`src/rtl/vga_pixel_timing_if.sv`:
```
// vga_pixel_timing_if: raster/timing bundle from the VGA timing generator
// to its consumers (renderer paint logic, DAC output register).
//   clock_25M : pixel clock (clock_50M / 2)
//   sx, sy    : raster position
//   hsync     : horizontal sync, active-low
//   vsync     : vertical sync, active-low
//   de        : display enable, high in the visible area
//   frame     : one-pixel pulse at the start of vertical blanking
// The master modport is the timing generator; the slave modport is any consumer.
interface vga_pixel_timing_if;
    logic       clock_25M;
    logic [9:0] sx;
    logic [9:0] sy;
    logic       hsync;
    logic       vsync;
    logic       de;
    logic       frame;

    modport master (output clock_25M, sx, sy, hsync, vsync, de, frame);
    modport slave  (input  clock_25M, sx, sy, hsync, vsync, de, frame);
endinterface

```
`src/rtl/vga_pixel_timing.sv`:
```
// vga_pixel_timing: 640x480@60 raster generator with a built-in /2 pixel-clock
// divider, all in the clock_50M domain.
//   clock_50M : only clock, rising edge
//   reset_n   : asynchronous active-low reset
//   vga       : master side of vga_pixel_timing_if (clock_25M, sx, sy,
//               hsync, vsync, de, frame)
// The counters advance on the clock_50M edge that drops clock_25M, so they
// are stable at every clock_25M rising edge. All decodes are combinational
// from the counter registers (zero latency).
module vga_pixel_timing #(
    parameter int unsigned H_ACTIVE = 640,
    parameter int unsigned H_FP     = 16,
    parameter int unsigned H_SYNC   = 96,
    parameter int unsigned H_BP     = 48,
    parameter int unsigned V_ACTIVE = 480,
    parameter int unsigned V_FP     = 10,
    parameter int unsigned V_SYNC   = 2,
    parameter int unsigned V_BP     = 33
) (
    input  logic               clock_50M,
    input  logic               reset_n,
    vga_pixel_timing_if.master vga
);
    localparam logic [9:0] H_TOTAL    = 10'(H_ACTIVE + H_FP + H_SYNC + H_BP);
    localparam logic [9:0] V_TOTAL    = 10'(V_ACTIVE + V_FP + V_SYNC + V_BP);
    localparam logic [9:0] H_VIS      = 10'(H_ACTIVE);
    localparam logic [9:0] V_VIS      = 10'(V_ACTIVE);
    localparam logic [9:0] HS_START   = 10'(H_ACTIVE + H_FP);
    localparam logic [9:0] HS_END     = 10'(H_ACTIVE + H_FP + H_SYNC);
    localparam logic [9:0] VS_START   = 10'(V_ACTIVE + V_FP);
    localparam logic [9:0] VS_END     = 10'(V_ACTIVE + V_FP + V_SYNC);

    logic       clk_div;
    logic [9:0] sx_q;
    logic [9:0] sy_q;
    logic       pix_en;
    logic       sx_wrap;

    // Pixel enable is the divider register itself: true on the edge where
    // clock_25M is about to fall.
    assign pix_en  = clk_div;
    // ">=" rather than "==" so an out-of-range count recovers on the next pixel.
    assign sx_wrap = (sx_q >= H_TOTAL - 10'd1);

    always_ff @(posedge clock_50M or negedge reset_n) begin
        if (!reset_n) begin
            clk_div <= 1'b0;
            sx_q    <= 10'd0;
            sy_q    <= 10'd0;
        end else begin
            clk_div <= ~clk_div;
            if (pix_en) begin
                sx_q <= sx_wrap ? 10'd0 : sx_q + 10'd1;
                // sy past its total recovers regardless of sx; otherwise it
                // only moves when the line wraps.
                if (sy_q >= V_TOTAL || (sx_wrap && sy_q >= V_TOTAL - 10'd1))
                    sy_q <= 10'd0;
                else if (sx_wrap)
                    sy_q <= sy_q + 10'd1;
            end
        end
    end

    assign vga.clock_25M = clk_div;
    assign vga.sx        = sx_q;
    assign vga.sy        = sy_q;
    assign vga.de        = (sx_q < H_VIS) && (sy_q < V_VIS);
    assign vga.hsync     = !((sx_q >= HS_START) && (sx_q < HS_END));
    assign vga.vsync     = !((sy_q >= VS_START) && (sy_q < VS_END));
    assign vga.frame     = (sy_q == V_VIS) && (sx_q == 10'd0);
endmodule

```
`src/flat_wrapper.sv`:
```
// flat-port wrapper written by rule: the top's interface ports become plain ports
module vga_pixel_timing_flat 
#(
    parameter int unsigned H_ACTIVE = 640,
    parameter int unsigned H_FP     = 16,
    parameter int unsigned H_SYNC   = 96,
    parameter int unsigned H_BP     = 48,
    parameter int unsigned V_ACTIVE = 480,
    parameter int unsigned V_FP     = 10,
    parameter int unsigned V_SYNC   = 2,
    parameter int unsigned V_BP     = 33
)
  (clock_50M, reset_n, vga_clock_25M, vga_sx, vga_sy, vga_hsync, vga_vsync, vga_de, vga_frame);
  vga_pixel_timing_if vga_i ();
  input  logic clock_50M;
  input  logic reset_n;
  output wire logic [$bits(vga_i.clock_25M)-1:0] vga_clock_25M;
  output wire logic [$bits(vga_i.sx)-1:0] vga_sx;
  output wire logic [$bits(vga_i.sy)-1:0] vga_sy;
  output wire logic [$bits(vga_i.hsync)-1:0] vga_hsync;
  output wire logic [$bits(vga_i.vsync)-1:0] vga_vsync;
  output wire logic [$bits(vga_i.de)-1:0] vga_de;
  output wire logic [$bits(vga_i.frame)-1:0] vga_frame;
  assign vga_clock_25M = vga_i.clock_25M;
  assign vga_sx = vga_i.sx;
  assign vga_sy = vga_i.sy;
  assign vga_hsync = vga_i.hsync;
  assign vga_vsync = vga_i.vsync;
  assign vga_de = vga_i.de;
  assign vga_frame = vga_i.frame;
  vga_pixel_timing #(.H_ACTIVE(H_ACTIVE), .H_FP(H_FP), .H_SYNC(H_SYNC), .H_BP(H_BP), .V_ACTIVE(V_ACTIVE), .V_FP(V_FP), .V_SYNC(V_SYNC), .V_BP(V_BP)) u_core (.clock_50M(clock_50M), .reset_n(reset_n), .vga(vga_i));
endmodule
```
`config.mk`:
```
export PLATFORM = sky130hd
export DESIGN_NAME = vga_pixel_timing_flat
export DESIGN_NICKNAME = d
export VERILOG_FILES = /design/src/rtl/vga_pixel_timing_if.sv /design/src/rtl/vga_pixel_timing.sv /design/src/flat_wrapper.sv
export SDC_FILE = /design/constraint.sdc
export NUM_CORES = 1
export LEC_CHECK = 0
export ABC_CLOCK_PERIOD_IN_PS = 3700
export CAP_MARGIN = 20
export CELL_PAD_IN_SITES_DETAIL_PLACEMENT = 1
export CELL_PAD_IN_SITES_GLOBAL_PLACEMENT = 1
export CORE_MARGIN = 5
export CORE_UTILIZATION = 40
export DETAILED_ROUTE_END_ITERATION = 6
export GPL_TIMING_DRIVEN = 0
export PLACE_DENSITY_LB_ADDON = 0.1
export SYNTH_ARGS = -nofsm -noshare
export SYNTH_HDL_FRONTEND = slang
export SYNTH_SLANG_ARGS = --single-unit
```
`constraint.sdc`:
```
create_clock -name clock_50M -period 3.7 [get_ports clock_50M]
set_input_delay 0.37 -clock clock_50M [delete_from_list [all_inputs] [get_ports clock_50M]]
set_output_delay 0.37 -clock clock_50M [all_outputs]
set_load 0.01 [all_outputs]
```
Yosys cells after proc, flatten, opt, wreduce, memory -nomap -nowiden
Cells that the tools add are included.
{"block": "word_totals", "regBits": 21, "wordCells": 30}
{"block": "op_classes", "addsub": 2, "n_lt_le_gt_ge": 9, "eq_ne": 1, "mux": 3, "bitwise": 1, "reduce_logical": 11}
{"cell": ">= comparator 10 bit, second input constant", "count": 4}
{"cell": "two-way mux 10 bit", "count": 3}
{"cell": "adder 10 x 1 -> 10 bit, second input constant", "count": 2}
{"cell": "less-than comparator 10 bit, second input constant", "count": 2}
{"cell": "less-than comparator 10 x 9 -> 1 bit, second input constant", "count": 2}
{"cell": "== test 10 x 9 -> 1 bit, second input constant", "count": 1}
{"cell": ">= comparator 10 x 9 -> 1 bit, second input constant", "count": 1}
{"cell": "logical NOT 10 bit", "count": 1}
{"cell": "logical AND 1 bit", "count": 5}
{"cell": "logical NOT 1 bit", "count": 2}
{"cell": "AND reduction 2 bit", "count": 1}
{"cell": "nonzero test 2 bit", "count": 1}
{"cell": "logical OR 1 bit", "count": 1}
{"cell": "NOT 1 bit", "count": 1}

Logic depth before layout (Yosys ltp)
{"block": "depth", "depth_word": 5, "mapped_depth": 8, "ltp_nobuf": 7}

Worst setup path after synthesis
No wires, ideal clock.
{"block": "synth_path", "path_kind": "register to register", "startpoint": "register u_core.sy_q[4] (netlist: u_core.vga.sy[4])", "endpoint": "register u_core.sy_q[6] (netlist: u_core.vga.sy[6])", "setup_time_ps": 96, "arrival_time_ps": 1770, "required_time_ps": 3604, "path_slack_ps": 1834, "stages_incl_launch_ff": 8, "n_path_buf": 2, "cell_sequence": "dfrtp_1 -> buf_6 -> or4_4 -> a211o_1 -> a31oi_2 -> buf_6 -> o21ai_1 -> o31ai_1"}
{"block": "synth_via", "elab_chain_cells": 5, "elab_cells_between_ends": 9}
{"element": "start: declaration", "line": "vga_pixel_timing.sv:35", "text": "logic [9:0] sy_q;"}
{"element": "start signal: assignment", "line": "vga_pixel_timing.sv:59", "text": "sy_q <= sy_q + 10'd1;"}
{"element": ">= comparator 10 bit", "line": "vga_pixel_timing.sv:56", "text": "if (sy_q >= V_TOTAL || (sx_wrap && sy_q >= V_TOTAL - 10'd1))"}
{"element": "logical AND 1 bit", "line": "vga_pixel_timing.sv:56"}
{"element": "logical OR 1 bit", "line": "vga_pixel_timing.sv:56"}
{"element": "nonzero test 2 bit (no line)"}
{"element": "AND reduction 2 bit (no line)"}
Parallel ways exist; a longest one is shown, timed or not. The select of a mux whose other input is x is not followed.
A chain may end at the register's enable or synchronous reset.

Worst setup path after layout
{"block": "layout_path", "startpoint": "register u_core.sy_q[6] (netlist: u_core.vga.sy[6])", "endpoint": "output port vga_frame"}
{"block": "layout_via", "elab_chain_cells": 2}
{"element": "== test 10 x 9 -> 1 bit", "line": "vga_pixel_timing.sv:70", "text": "assign vga.frame = (sy_q == V_VIS) && (sx_q == 10'd0);"}
{"element": "logical AND 1 bit", "line": "vga_pixel_timing.sv:70"}
{"element": "end: declaration", "line": "flat_wrapper.sv:23", "text": "output wire logic [$bits(vga_i.frame)-1:0] vga_frame;"}
Every way passes these cells.

==> impl_metrics.csv <==
group,metric,value,unit
cells_and_area,fill_cells,363,
placement,io_buffers,26,
synth,syn_inst,136,
clock_network,ctsLongestPathBuffers,2,
placement,hpwlAfterDp,2.40,mm
pwr,p_clk_frac,0.334,
critical_path,timing.rr.end,"u_core.vga.sy[3]",
placement,place_congestion,0.824,
pwr,internal_power,0.000274,W
timing,holdWs,324,ps
routing,wl,3.27,mm
synth,ys_async_sr_fraction,1.00,
floorplan,dieArea,4340,um2
clock_network,post_cts_buffers,0,
timing,skew,1.39,ps
pwr,combPwrFrac,0.020,
critical_path,worstPathRequired,3330,ps
synth,synthFlopType,"dfrtp_1",
cells_and_area,n_antenna_cell,0,
floorplan,initial_core_util,0.412,
cells_and_area,synthToLayoutAreaGrowth,28.6,%
clock_network,numCtsBuffers,3,
critical_path,crit_type,"flop to primary output",
pwr,p_leak,0.665,nW
critical_path,r2r_slack,1580,ps
clock_network,cts.htree.levels,1,
timing,grt_setup_unrepaired,"false",
routing,drc_errors,0,
timing,fmax,372,MHz
synth,synth_area,1250,um2
synth,ys_types,35,
placement,pre_cts_slack,1370,ps
critical_path,cp.arrival,2320,ps
clock_network,clk_pin_slew_worst_paths,130,ps
synth,synth_top_area_share,0.421,
pwr,seqPwrFrac,0.646,
clock_network,cts_tree,"built",
grt,busiest_layer,"met2",
clock_network,postCtsHoldBufs,0,
run,cap_viol_max_count,0,
critical_path,slowest_stage,"dfrtp_1",
cells_and_area,finalInstanceArea,1600,um2
timing,period_minus_slack,2690,ps
grt,met3_usage,0.0221,
critical_path,slowest_delay,550,ps
grt,grt_pass1_wl,5.66,mm
timing,layout_setup_ws,1010,ps
timing,hold_violations,0,
clock_network,cts_root_buf,"clkbuf_4",
timing,worstMarginPinSlew,715,ps
floorplan,dieHeight,65.8,um
cells_and_area,multi_input_area,667,um2
grt,grt_usage,0.167,
pwr,p_sw,0.0000815,W
synth,synth_largest_area_cell,"dfrtp_1",
synth,yosysSeqAreaShare,0.421,
synth,synth-seq-cells,21,
hold_path,hold_class,"input pin to async pin",
cells_and_area,drive_above_1_share,0.0778,
clock_network,cts_num_sinks,21,
placement,place_area,1560,um2
synth,yosysMostFrequentCell,"dfrtp_1",
timing,maxSlewViolCount,0,
outcome,status,"completed",
pwr,power,0.000355,W
floorplan,core_area,3030,um2
synth,synth_edf_count,0,
timing,post-route-period-util,0.727,
grt,grt_pass1_vias,1216,
grt,antenna_found_initial,0,
critical_path,crit_chain,"and3_1 -> nand2_1 -> nor4_1 -> and4_1 -> clkdlybuf4s50_1",
routing,post_drt_wl_per_cell,15.5,um
pwr,powerDensity,222,nW/um2
clock_network,clkLatencyLatePin,310,ps
routing,dr.first_iter.drc_count,92,
routing,vias,1148,
grt,overflow,0,
routing,dr.pass1.iters,4,
critical_path,start_kind,"flop",
pwr,power.share.switching,0.229,
timing,max_slew_margin,0.522,
pwr,vdd_ir_drop_max,115,uV
floorplan,rows,20,
critical_path,worst_r2r_path_depth,5,
timing,setup_tns,0,ps
floorplan,die_w,65.8,um
grt,met2_usage,0.297,
critical_path,cp_max_fo,9,
synth,synth.area.top_cells,"dfrtp_1 (42%), ha_1 (6.0%), nand2_1 (4.5%)",
critical_path,worstReg2RegStart,"u_core.vga.sx[1]",
critical_path,worstSetupEndpointType,"primary output",
routing,ant_nets,0,
grt,gr-usage-met1,0.209,
floorplan,ios,27,
routing,viasPerCell,5.44,
synth,synth_warnings,0,
cells_and_area,nets,176,
synth,synthTopCellsByCount,"dfrtp_1 (21), nand2_1 (15), o21ai_0 (10)",
clock_network,cts-resized-gates,0,
synth,syn_avg_cell_area,9.17,um2
timing,finalSetupViolCount,0,
synth,syn_nets,144,
grt,grt_max_degree,22,
cells_and_area,regArea,526,um2
## placed cells by master (no fill, tap or decap), types with 3 or more instances in the layout
cell type / count
ha_1: 6
clkdlybuf4s50_1: 26
xor2_1: 3
clkbuf_4: 3
o21ai_1: 7
and3_1: 5
dfrtp_1: 21
nor2_1: 8
nand2_1: 15
inv_1: 5
nand2b_1: 4
o21ai_0: 10
a21oi_1: 3
nor3_1: 4
nand4_1: 3
nand3_1: 7
o31ai_1: 7
and2_1: 3
## registers in the layout, summed over array words and instances (netlist names)
signal / count
u_core.vga.sx: 10
u_core.vga.sy: 10
u_core.vga.clock_25M: 1
## worst max-delay path: cells and delay by family, from the launching register on
family / cells / cell delay (ps)
buffers and inverters: 1 / 540
flip-flops: 1 / 550
AND/OR/NAND/NOR: 4 / 930
## power groups by stage
| stage | Combinational (W) | Clock (W) | Sequential (W) |
|---|---|---|---|
| 2_1_floorplan | 0.000000000269 | 0 | 0.000234 |
| 3_3_place_gp | 0.00000583 | 0 | 0.000234 |
| 3_5_place_dp | 0.00000596 | 0 | 0.000234 |
| 4_1_cts | 0.00000598 | 0.000124 | 0.000230 |
| 5_1_grt | 0.00000863 | 0.000137 | 0.000230 |
| 6_report | 0.00000725 | 0.000119 | 0.000229 |
## cell type report
class                      instances  share of cell area
buffer                             5              0.0226
timing repair buffer              27               0.172
clock buffer                       4              0.0164
sequential                        21               0.328
multi-input combinational        105               0.416
tap                               44              0.0343
inverter                           5              0.0117
## through the flow
step,std cells,utilization
after floorplan,136,-
after global placement,206,0.516
after detailed placement,206,0.516
after CTS,210,0.525
after global routing,211,0.530
final,211,0.530
## kinds of logic (layout without fill, tap and decap cells)
family | count (synthesis) | in the layout | synth area share
mux | 1 | 1 | 0.00802
fa+ha+maj | 6 | 6 | 0.0602
compound gates | 36 | 36 | 0.196
xor+xnor | 3 | 3 | 0.0211
flops | 21 | 21 | 0.421
simple gates | 59 | 59 | 0.250
buf+inv | 10 | 41 | 0.0441
## how the worst max path moves through the flow
stage	depth (start not counted)	startpoint	end	slack [ps]
final	5	u_core.vga.sy[6]	vga_frame	1010
after global routing	5	u_core.vga.sy[6]	vga_frame	850
after CTS	5	u_core.vga.sy[6]	vga_frame	990
after detailed placement	5	u_core.vga.sy[6]	vga_frame	1370
after global placement	5	u_core.vga.sy[6]	vga_frame	1420
after floorplan	7	u_core.vga.sy[4]	u_core.vga.sy[6]	1830
## metal layers
layer	routed length (um)	part of all wire	vias to the layer above
met5	0	0	-
li1	-	-	559
met2	1640	0.50	23
met3	112	0.034	4
met4	31	0.0095	0
met1	1480	0.45	562
No activity file was read; power rests on OpenSTA's default activity.
